## src/rtl/mips_decode_execute.sv

```systemverilog
// Single-cycle MIPS main/ALU decoders, sign extension and ALU; control and result are combinational.
// alu_result/zero/regwrite/memwrite/memtoreg are also registered with one cycle of latency; there is no backpressure.
module mips_decode_execute #(
  parameter int WIDTH = 32
) (
  input  logic             clk,
  input  logic             reset,
  input  logic [31:0]      instr,
  input  logic [WIDTH-1:0] rd1,
  input  logic [WIDTH-1:0] rd2,
  output logic             memtoreg,
  output logic             memwrite,
  output logic             branch,
  output logic             alusrc,
  output logic             regdst,
  output logic             regwrite,
  output logic [2:0]       alucontrol,
  output logic [WIDTH-1:0] sign_imm,
  output logic [WIDTH-1:0] alu_result,
  output logic             zero,
  output logic             pcsrc,
  output logic [WIDTH-1:0] alu_result_q,
  output logic             zero_q,
  output logic             regwrite_q,
  output logic             memwrite_q,
  output logic             memtoreg_q
);

  logic [5:0]       op;
  logic [5:0]       funct;
  logic [15:0]      imm;
  logic [1:0]       aluop;
  logic [7:0]       controls;
  logic [WIDTH-1:0] src_a;
  logic [WIDTH-1:0] src_b;
  logic             unused_rs_rt;

  assign op    = instr[31:26];
  assign funct = instr[5:0];
  assign imm   = instr[15:0];
  // Register specifiers are consumed by the register file, not here.
  assign unused_rs_rt = ^instr[25:16];

  always_comb begin
    controls = 8'b000000_00;
    case (op)
      6'b000000: controls = 8'b110000_10;
      6'b100011: controls = 8'b101001_00;
      6'b101011: controls = 8'b001010_00;
      6'b000100: controls = 8'b000100_01;
      6'b001000: controls = 8'b101000_00;
      default:   controls = 8'b000000_00;
    endcase
  end

  assign {regwrite, regdst, alusrc, branch, memwrite, memtoreg, aluop} = controls;

  always_comb begin
    alucontrol = 3'b010;
    case (aluop)
      2'b00: alucontrol = 3'b010;
      2'b01: alucontrol = 3'b110;
      default: begin
        case (funct)
          6'b100000: alucontrol = 3'b010;
          6'b100010: alucontrol = 3'b110;
          6'b100100: alucontrol = 3'b000;
          6'b100101: alucontrol = 3'b001;
          6'b101010: alucontrol = 3'b111;
          default:   alucontrol = 3'b010;
        endcase
      end
    endcase
  end

  assign sign_imm = {{(WIDTH-16){imm[15]}}, imm};
  assign src_a    = rd1;
  assign src_b    = alusrc ? sign_imm : rd2;

  always_comb begin
    alu_result = '0;
    case (alucontrol)
      3'b000: alu_result = src_a & src_b;
      3'b001: alu_result = src_a | src_b;
      3'b010: alu_result = src_a + src_b;
      3'b110: alu_result = src_a - src_b;
      3'b100: alu_result = src_a & ~src_b;
      3'b101: alu_result = src_a | ~src_b;
      3'b111: alu_result = {{(WIDTH-1){1'b0}}, ($signed(src_a) < $signed(src_b))};
      default: alu_result = '0;
    endcase
  end

  assign zero  = (alu_result == '0);
  assign pcsrc = branch & zero;

  always_ff @(posedge clk or posedge reset) begin
    if (reset) begin
      alu_result_q <= '0;
      zero_q       <= 1'b0;
      regwrite_q   <= 1'b0;
      memwrite_q   <= 1'b0;
      memtoreg_q   <= 1'b0;
    end else begin
      alu_result_q <= alu_result;
      zero_q       <= zero;
      regwrite_q   <= regwrite;
      memwrite_q   <= memwrite;
      memtoreg_q   <= memtoreg;
    end
  end

endmodule

```

## config.mk

```make
export PLATFORM = sky130hd
export DESIGN_NAME = mips_decode_execute
export DESIGN_NICKNAME = d
export VERILOG_FILES = /design/src/rtl/mips_decode_execute.sv
export SDC_FILE = /design/constraint.sdc
export NUM_CORES = 1
export LEC_CHECK = 0
export CAP_MARGIN = 40
export CORE_UTILIZATION = 49
export DETAILED_ROUTE_END_ITERATION = 6
export PLACE_DENSITY_LB_ADDON = 0.05
export SYNTH_ARGS = -nofsm -noshare
export SYNTH_HDL_FRONTEND = slang
export SYNTH_SLANG_ARGS = --single-unit
export TNS_END_PERCENT = 100
```

## constraint.sdc

```tcl
create_clock -name clk -period 12 [get_ports clk]
set_input_delay 3 -clock clk [delete_from_list [all_inputs] [get_ports clk]]
set_output_delay 3 -clock clk [all_outputs]
set_load 0.01 [all_outputs]
```

---- Yosys cells after proc, flatten, opt, wreduce, memory -nomap -nowiden ----
Cells that the tools add are included.
word-level totals
  memories ................................ 0
  input bits .............................. 98
  output and inout port bits .............. 111
  bits in latches ......................... 0
  memory bits (read-only) ................. 0
  register bits ........................... 36
  bits in writable memories ............... 0
operators by class
  shift-type cells ........................ 0
  multiply operators ...................... 0
  mux-type cells .......................... 5
  bitwise operators ....................... 6
  reductions and logical operators ........ 4
  add/sub/neg operators ................... 2
  order comparisons ....................... 1
  equality and inequality tests ........... 15
  divide/modulo/power cells ............... 0
operator list
  operator              number
  $pmux W32 S7          1
  $and A32 B32 Y32      2
  $or A32 B32 Y32       2
  $pmux W8 S5           1
  $eq A6 B6 Y1 const B  6
  $add A32 B32 Y32      1
  $logic_not A32 Y1     1
  $lt A32 B32 Y1        1
  $mux W32              1
  $not A32 Y32          1
  $sub A32 B32 Y32      1
  $eq A3 B3 Y1 const B  4
  $pmux W3 S4           1
  $eq A6 B3 Y1 const B  1
  $eq A6 B4 Y1 const B  1
  $logic_not A6 Y1      1
  $pmux W3 S2           1
  $eq A3 B1 Y1 const B  1
  $eq A3 B2 Y1 const B  1
  $logic_not A3 Y1      1
  $eq A2 B1 Y1 const B  1
  $logic_not A2 Y1      1
  $and A1 B1 Y1         1

---- Longest topological paths before layout ----
Gate-level depths: netlist of run 1.
  depth in word-level cells ............... 8
  mapped depth ............................ 19

---- Least setup slack after synthesis of run 1 ----
Ideal clock, no wire load.
  path type ............................... in2out
  start point ............................. in instr[26]
  end point ............................... out zero
  stages on the path ...................... 17
  arrival ................................. 8059 ps
  path slack .............................. 941 ps
  cells stage by stage .................... nor4b_2 o21ai_4 inv_2 clkbuf_1 mux2_2 ha_1 clkbuf_1 clkinv_1 a21oi_1 nand2_1 a41o_1 xnor2_1 a221o_1 or4bb_1 or4_1 or4_4 nor3b_1
on the way
  word-level cells in the longest chain between the ends .. 7
  elaborated cells on any way between the ends .. 27
RTL lines
  element                                                   line  source
  start, declared                                           8     input logic [31:0] instr,
  $eq A6 B4 Y1 (tied with other cells)                      46    case (op)
  $pmux W8 S5 *                                             46
  via alusrc                                                14    output logic alusrc,
  $mux W32 *                                                78    assign src_b = alusrc ? sign_imm : rd2;
  branches (longest 2 deep; another with $sub A32 B32 Y32)  -
  $pmux W32 S7 *                                            82    case (alucontrol)
  via alu_result[9]                                         19    output logic [WIDTH-1:0] alu_result,
  $logic_not A32 Y1 *                                       94    assign zero = (alu_result == '0);
  end, declared                                             20    output logic zero,
Mark *: on every way through the listed nets, which the timed path passes.

---- Worst setup path in the final report of run 1 ----
  start point ............................. in instr[31]
  end point ............................... out pcsrc
on the way
  word-level cells in the longest chain between the ends .. 8
  elaborated cells on any way between the ends .. 28
RTL lines
  element                                                   line  source
  $eq A6 B4 Y1 (tied with other cells)                      46
  $pmux W8 S5 *                                             46
  branches (longest 5 deep; another with $sub A32 B32 Y32)  -
  $and A1 B1 Y1 *                                           95    assign pcsrc = branch & zero;
  end, declared                                             21    output logic pcsrc,
Mark *: on every way between the ends.

==> results.json, run 1 <==
{
  "holdWs_ns": 3.12,
  "gp_congestion": 1.04,
  "cts-htree-levels": 2,
  "synth_top_area_frac": 0.130,
  "worstSetupStartpoint": "instr[31]",
  "ant_nets": 0,
  "power_density_nw_per_um2": 87.2,
  "fin_crit_sh": 0.987,
  "start_kind": "input port",
  "finalCriticalPeriod_ns": 11.84,
  "drt_iter0_markers": 993,
  "post-route-util": 0.710,
  "drv_slew": 0,
  "outcome": "finished with violations",
  "min_path_type": "in2async",
  "cts.sink_count": 36,
  "cts_buffer_depth": 2,
  "cts_inserted_buffers": 5,
  "violations": "design-rule violations",
  "areaGrowthSynthToFinish_pct": 42.0,
  "synth_seq_cells": 36,
  "drv_cap": 0,
  "synth_edf_count": 0,
  "required_ns": 9.00,
  "cp_slowest_cell": "or4_4",
  "tightest_slew_ns": 0.983,
  "post_drt_wl_per_cell_um": 21.8,
  "cts_tree": "built",
  "start_util": 0.500,
  "drive_above_1_share": 0.146,
  "grt_max_degree": 37,
  "setup_viol": 0,
  "async_flop_share": 1.00,
  "synth_cells": 960,
  "portBuffers": 198,
  "fillerInstances": 1130,
  "vdd_drop_max_mv": 0.0601,
  "track_usage": 0.405,
  "syn-mean-instance-area_sq_um": 7.20,
  "die_y_um": 121,
  "diodes": 0,
  "cp-endpoint": "pcsrc",
  "synth_area_leaders": "dfrtp_1 (13%), ha_1 (12%), a21oi_1 (7.4%)",
  "drc": 4,
  "finalHoldViolCount": 0,
  "pin_count": 209,
  "synthFlopType": "dfrtp_1",
  "crit_path_end_kind": "primary output",
  "nets": 1355,
  "worst-path-max-fanout": 6,
  "yosys.area.top_type": "dfrtp_1",
  "num_rows": 43,
  "fmax_ghz": 0.0844,
  "grt_pass1_wl_um": 45300,
  "via_count": 8936,
  "core_sq_um": 13800,
  "ys_types": 85,
  "wirelength_um": 29900,
  "grt-ovfl-total": 0,
  "dpl.hpwl_um": 23900,
  "critPathArrivalTime_ns": 8.84,
  "p_leak_nw": 4.23,
  "die-area_sq_um": 14600,
  "antenna_found_initial": 1,
  "grt_pass1_vias": 8177,
  "die_w_um": 121,
  "drt_pass1_iterations": 7,
  "crit_chain": "clkdlybuf4s50_1 > nor4b_4 > o21ai_4 > buf_4 > buf_4 > mux2i_1 > inv_1 > fa_1 > a21o_1 > a21oi_1 > xnor2_1 > o22ai_1 > a311o_1 > or3_1 > or4_1 > or4_4 > or4_4 > nor4b_2 > clkdlybuf4s50_1",
  "max_stage_delay_ns": 0.58,
  "clk_pin_slew_worst_paths_ns": 0.06,
  "synth.yosys.seq_area_share": 0.130,
  "root_buffer": "clkbuf_16",
  "max_slew_margin": 0.338,
  "ys_warn_count": 0,
  "syn_area_sq_um": 6910,
  "post_cts_buffers": 0,
  "critical_path_class": "in2out",
  "viasPerCell": 6.52,
  "syn-num-nets": 1124
}
[cells in the mapped netlist, drive strengths merged, types with 10 or more instances]
library cell and instances:
a2111oi 10, mux2i 14, a21oi 102, xnor2 19
nor2b 11, o211ai 17, nor3 24, dfrtp 36
nor4 19, nand4 17, buf 40, o21ai 61
nand2b 10, ha 64, clkbuf 44, nor2 62
nand2 64, a21o 19, nand3 30, inv 74
[stage by stage]
step | instances | cell area, sq um | TNS [ns] | worst slack [ns] | power [W]
2_1_floorplan | 960 | 6910 | 0 | 0.941 | 0.000428
6_report | 1371 | 9810 | 0 | 0.157 | 0.000856
3_3_place_gp | 1363 | 9520 | -0.263 | -0.159 | 0.000692
5_1_grt | 1371 | 9810 | -0.0835 | -0.0835 | 0.000901
4_1_cts | 1371 | 9720 | 0 | 0.0267 | 0.000838
3_5_place_dp | 1364 | 9530 | -0.267 | -0.164 | 0.000697
[placed cells by master, fill, tap and decap left out, types with 6 or more instances in the layout]
| master | Yosys | final |
|---|---|---|
| clkdlybuf4s50_1 | 0 | 197 |
| buf_4 | 32 | 109 |
| a21oi_1 | 102 | 99 |
| inv_1 | 73 | 72 |
| nand2_1 | 64 | 64 |
| nor2_1 | 61 | 61 |
| ha_1 | 64 | 61 |
| o21ai_0 | 59 | 58 |
| dfrtp_1 | 36 | 36 |
| nand3_1 | 29 | 29 |
| nor3_1 | 24 | 22 |
| xnor2_1 | 19 | 19 |
| a21o_1 | 19 | 19 |
| nand4_1 | 17 | 17 |
| o211ai_1 | 17 | 17 |
| nor4_1 | 19 | 15 |
| mux2i_1 | 14 | 13 |
| nor2b_1 | 11 | 11 |
| nand2b_1 | 10 | 10 |
| and3_1 | 9 | 9 |
| mux2_2 | 9 | 9 |
| o21bai_1 | 9 | 9 |
| or3_1 | 9 | 9 |
| o31ai_1 | 8 | 8 |
| a211oi_1 | 9 | 8 |
| o2111ai_1 | 8 | 8 |
| a31oi_1 | 9 | 8 |
| o21a_1 | 8 | 8 |
| a211o_1 | 8 | 8 |
| o22ai_1 | 7 | 7 |
| o31a_1 | 7 | 7 |
| o221ai_1 | 6 | 6 |
| a221oi_1 | 7 | 6 |
| and2_1 | 6 | 6 |
| a22oi_1 | 6 | 6 |
[power by group]
part,switching [W],leakage (nW),internal [W]
logic,0.000294,3.72,0.000272
registers,0.00000806,0.427,0.000144
clock network,0.0000501,0.0760,0.0000871
total,0.000352,4.23,0.000504
[worst min-delay path by stage]
stage | startpoint | endpoint | slack (ns) | cells after the start
2_1_floorplan | instr[29] | memtoreg_q$_DFF_PP0_ | 3.13 | 1
3_3_place_gp | reset | alu_result_q[25]$_DFF_PP0_ | 3.44 | 3
3_5_place_dp | reset | alu_result_q[31]$_DFF_PP0_ | 3.44 | 3
4_1_cts | reset | alu_result_q[29]$_DFF_PP0_ | 3.14 | 3
5_1_grt | reset | alu_result_q[21]$_DFF_PP0_ | 3.19 | 3
6_report | reset | alu_result_q[29]$_DFF_PP0_ | 3.12 | 3
[sequential cells by signal, indices dropped and copies added, names as in the netlist]
name          flops
memtoreg_q        1
alu_result_q     32
memwrite_q        1
zero_q            1
regwrite_q        1
[layer usage]
layer,vias to the layer above,part of all wire,global-route usage
li1,4061,-,-
met1,4161,0.41,0.549
met2,624,0.44,0.638
met3,90,0.11,0.0566
met4,0,0.043,0.174
met5,-,0,0
[final cells by class]
class / count / area, sq um / area share
tap: 180 / 225 / 0.0230
multi-input combinational: 764 / 5430 / 0.554
sequential: 36 / 901 / 0.0918
timing repair buffer: 308 / 2810 / 0.287
clock buffer: 7 / 153 / 0.0156
inverter: 76 / 288 / 0.0293
[worst max-delay path, delay by kind of cell]
kind                     cells  cell delay (ns)
buffers and inverters        5             1.49
adder cells (fa/ha/maj)      1             0.41
AND/OR/NAND/NOR              6             2.52
XOR/XNOR                     1             0.16
multiplexers                 1             0.18
AO/OA/AOI/OAI                5             1.08
[logic make-up after synthesis]
kind of cell,after synthesis,share of synthesized area
compound gates,355,0.351
simple gates,297,0.228
buf+inv,160,0.105
fa+ha+maj,68,0.125
flops,36,0.130
mux,23,0.0349
xor+xnor,21,0.0266
[what timing repair did]
action,CTS,global route
gates resized for setup,7,23
cloned,0,0
endpoints found under the setup margin,2,2
hold buffers,0,0
pin swaps,0,2
Power figures use the tool's default switching activity.
==> run 2, diff against run 1 <==
ABC_CLOCK_PERIOD_IN_PS = 12000   (was unset)
GPL_ROUTABILITY_DRIVEN = 0   (was unset)
==> results.json, run 2 (synthesis results as in run 1) <==
{
  "drv_slew": 0,
  "top_layer": "met4",
  "fillerInstances": 1196,
  "crit_chain": "clkdlybuf4s50_1 > nor4b_4 > o21ai_4 > mux2_2 > ha_1 > inv_1 > fa_1 > nand2b_1 > a2111oi_0 > buf_4 > or2_2 > a311oi_1 > xnor2_1 > a211o_1 > or4_1 > or4_4 > or4_4 > nor4b_2 > dlymetal6s2s_1",
  "num_rows": 43,
  "critPathArrivalTime_ns": 8.64,
  "setup_viol": 0,
  "max_stage_delay_ns": 0.61,
  "largest_reg_flops": 32,
  "layout_commonest_cell": "clkdlybuf4s50_1",
  "comb_power_share": 0.645,
  "die_y_um": 121,
  "fmax_ghz": 0.0859,
  "vdd_drop_max_mv": 0.0787,
  "die-area_sq_um": 14600,
  "swShare": 0.405,
  "wl_met3_um": 3390,
  "clkPwrFrac": 0.177,
  "drive_above_1_share": 0.130,
  "track_usage": 0.383,
  "place_inst": 1355,
  "finalHoldViolCount": 0,
  "drt_pass1_iterations": 7,
  "min_path_type": "in2async",
  "nets": 1348,
  "wirelength_um": 28300,
  "critical_path_class": "in2out",
  "crit_path_end_kind": "primary output",
  "via_count": 8909,
  "crit_family": "simple AND/OR/NAND/NOR gates",
  "seqPwrFrac": 0.178,
  "seq_area_sq_um": 901,
  "wl_met2_um": 12100,
  "post_drt_wl_per_cell_um": 20.7,
  "portBuffers": 198,
  "grt_max_degree": 37,
  "fin_crit_sh": 0.970,
  "cp_slowest_cell": "or4_1",
  "largest-register": "alu_result_q",
  "cts_tree": "built",
  "ant_nets": 0,
  "areaGrowthSynthToFinish_pct": 40.7,
  "start_kind": "input port",
  "holdWs_ns": 3.13,
  "cts_inserted_buffers": 5,
  "rsz0062_at_grt": "no",
  "required_ns": 9.00,
  "final_cell_mix": "clkdlybuf4s50_1 (196), a21oi_1 (100), buf_4 (100)",
  "power_density_nw_per_um2": 87.8,
  "dpl_worst_slack_ns": -0.127,
  "dpl.hpwl_um": 22500,
  "cp_common_cell": "or4_4",
  "grt_pass1_wl_um": 43200,
  "clk_pin_slew_worst_paths_ns": 0.06,
  "path_buf_inv": 4,
  "m1WireLength_um": 11500,
  "drt_iter0_markers": 989,
  "p_sw_w": 0.000346,
  "cts_buffer_depth": 2,
  "post-route-util": 0.703,
  "drc": 8,
  "p_int_w": 0.000507,
  "multi_input_area_sq_um": 5360,
  "drv_cap": 0,
  "start_util": 0.500,
  "pin_count": 209,
  "violations": "design-rule violations",
  "die_w_um": 121,
  "cts.sink_count": 36,
  "max_slew_margin": 0.435,
  "tightest_slew_ns": 0.839,
  "p_leak_nw": 4.23,
  "outcome": "finished with violations",
  "core_sq_um": 13800,
  "fin_ws_ns": 0.364,
  "worst-path-max-fanout": 3,
  "finalCriticalPeriod_ns": 11.64,
  "grt_pass1_vias": 7991,
  "layout.cells.non_filler": 1366,
  "root_buffer": "clkbuf_16",
  "viasPerCell": 6.52,
  "cts-htree-levels": 2,
  "grt-ovfl-total": 0,
  "antenna_found_initial": 0
}
run 2: changes by cell type in the layout (fill, tap and decap cells not counted), sizes merged:
cell / change
buf: -7
bufinv: +1
clkbuf: -1
clkdlybuf4s50: -1
clkinv: +1
diode: +1
dlymetal6s2s: +1
run 2: repair_timing:
action	CTS	global route
hold buffers	0	0
endpoints found under the hold margin	0	0
resized for setup	3	11
buffers inserted	1	1
endpoints found under the setup margin	2	2
pin swaps	1	1
run 2: power by group through the flow:
stage          combinational (W)  sequential [W]  clock, W
2_1_floorplan           0.000263        0.000165         0
6_report                0.000550        0.000152  0.000151
3_3_place_gp            0.000528        0.000154         0
3_5_place_dp            0.000532        0.000154         0
4_1_cts                 0.000537        0.000152  0.000153
5_1_grt                 0.000587        0.000153  0.000158
run 2: final timing paths:
kind / from / to / slack, ns / cells after the start
max: instr[26] / pcsrc / 0.36 / 19
min: reset / zero_q$_DFF_PP0_ / 3.13 / 3
max in group asynchronous: reset / alu_result_q[8]$_DFF_PP0_ / 8.52 / 3
min in group clk: instr[29] / memtoreg_q$_DFF_PP0_ / 3.44 / 3
run 2: layer usage:
metal,vias to the layer above,GRT usage
met5,-,0
met4,0,0.165
met2,651,0.598
met1,4097,0.517
li1,4049,-
met3,112,0.0632
run 2: cell type report:
type                            instances  area share
Clock buffer                            6      0.0133
Timing Repair Buffer                  301       0.287
Clock inverter                          2     0.00360
Multi-Input combinational cell        764       0.551
Sequential cell                        36      0.0927
Tap cell                              180      0.0232
Inverter                               76      0.0293
Antenna cell                            1    0.000257
run 2: stage by stage:
step	area, sq um	total power, W	TNS (ns)
6_report	9720	0.000853	0
5_1_grt	9720	0.000898	0
4_1_cts	9680	0.000842	0
3_5_place_dp	9490	0.000687	-0.196
3_3_place_gp	9480	0.000682	-0.0939
2_1_floorplan	6910	0.000428	0
==> run 3, diff against run 2 <==
ABC_CLOCK_PERIOD_IN_PS = unset   (was 12000)
GPL_ROUTABILITY_DRIVEN = unset   (was 0)
==> results of run 3 <==
Same layout as run 1: the final DEF is identical, and so are final timing and power.
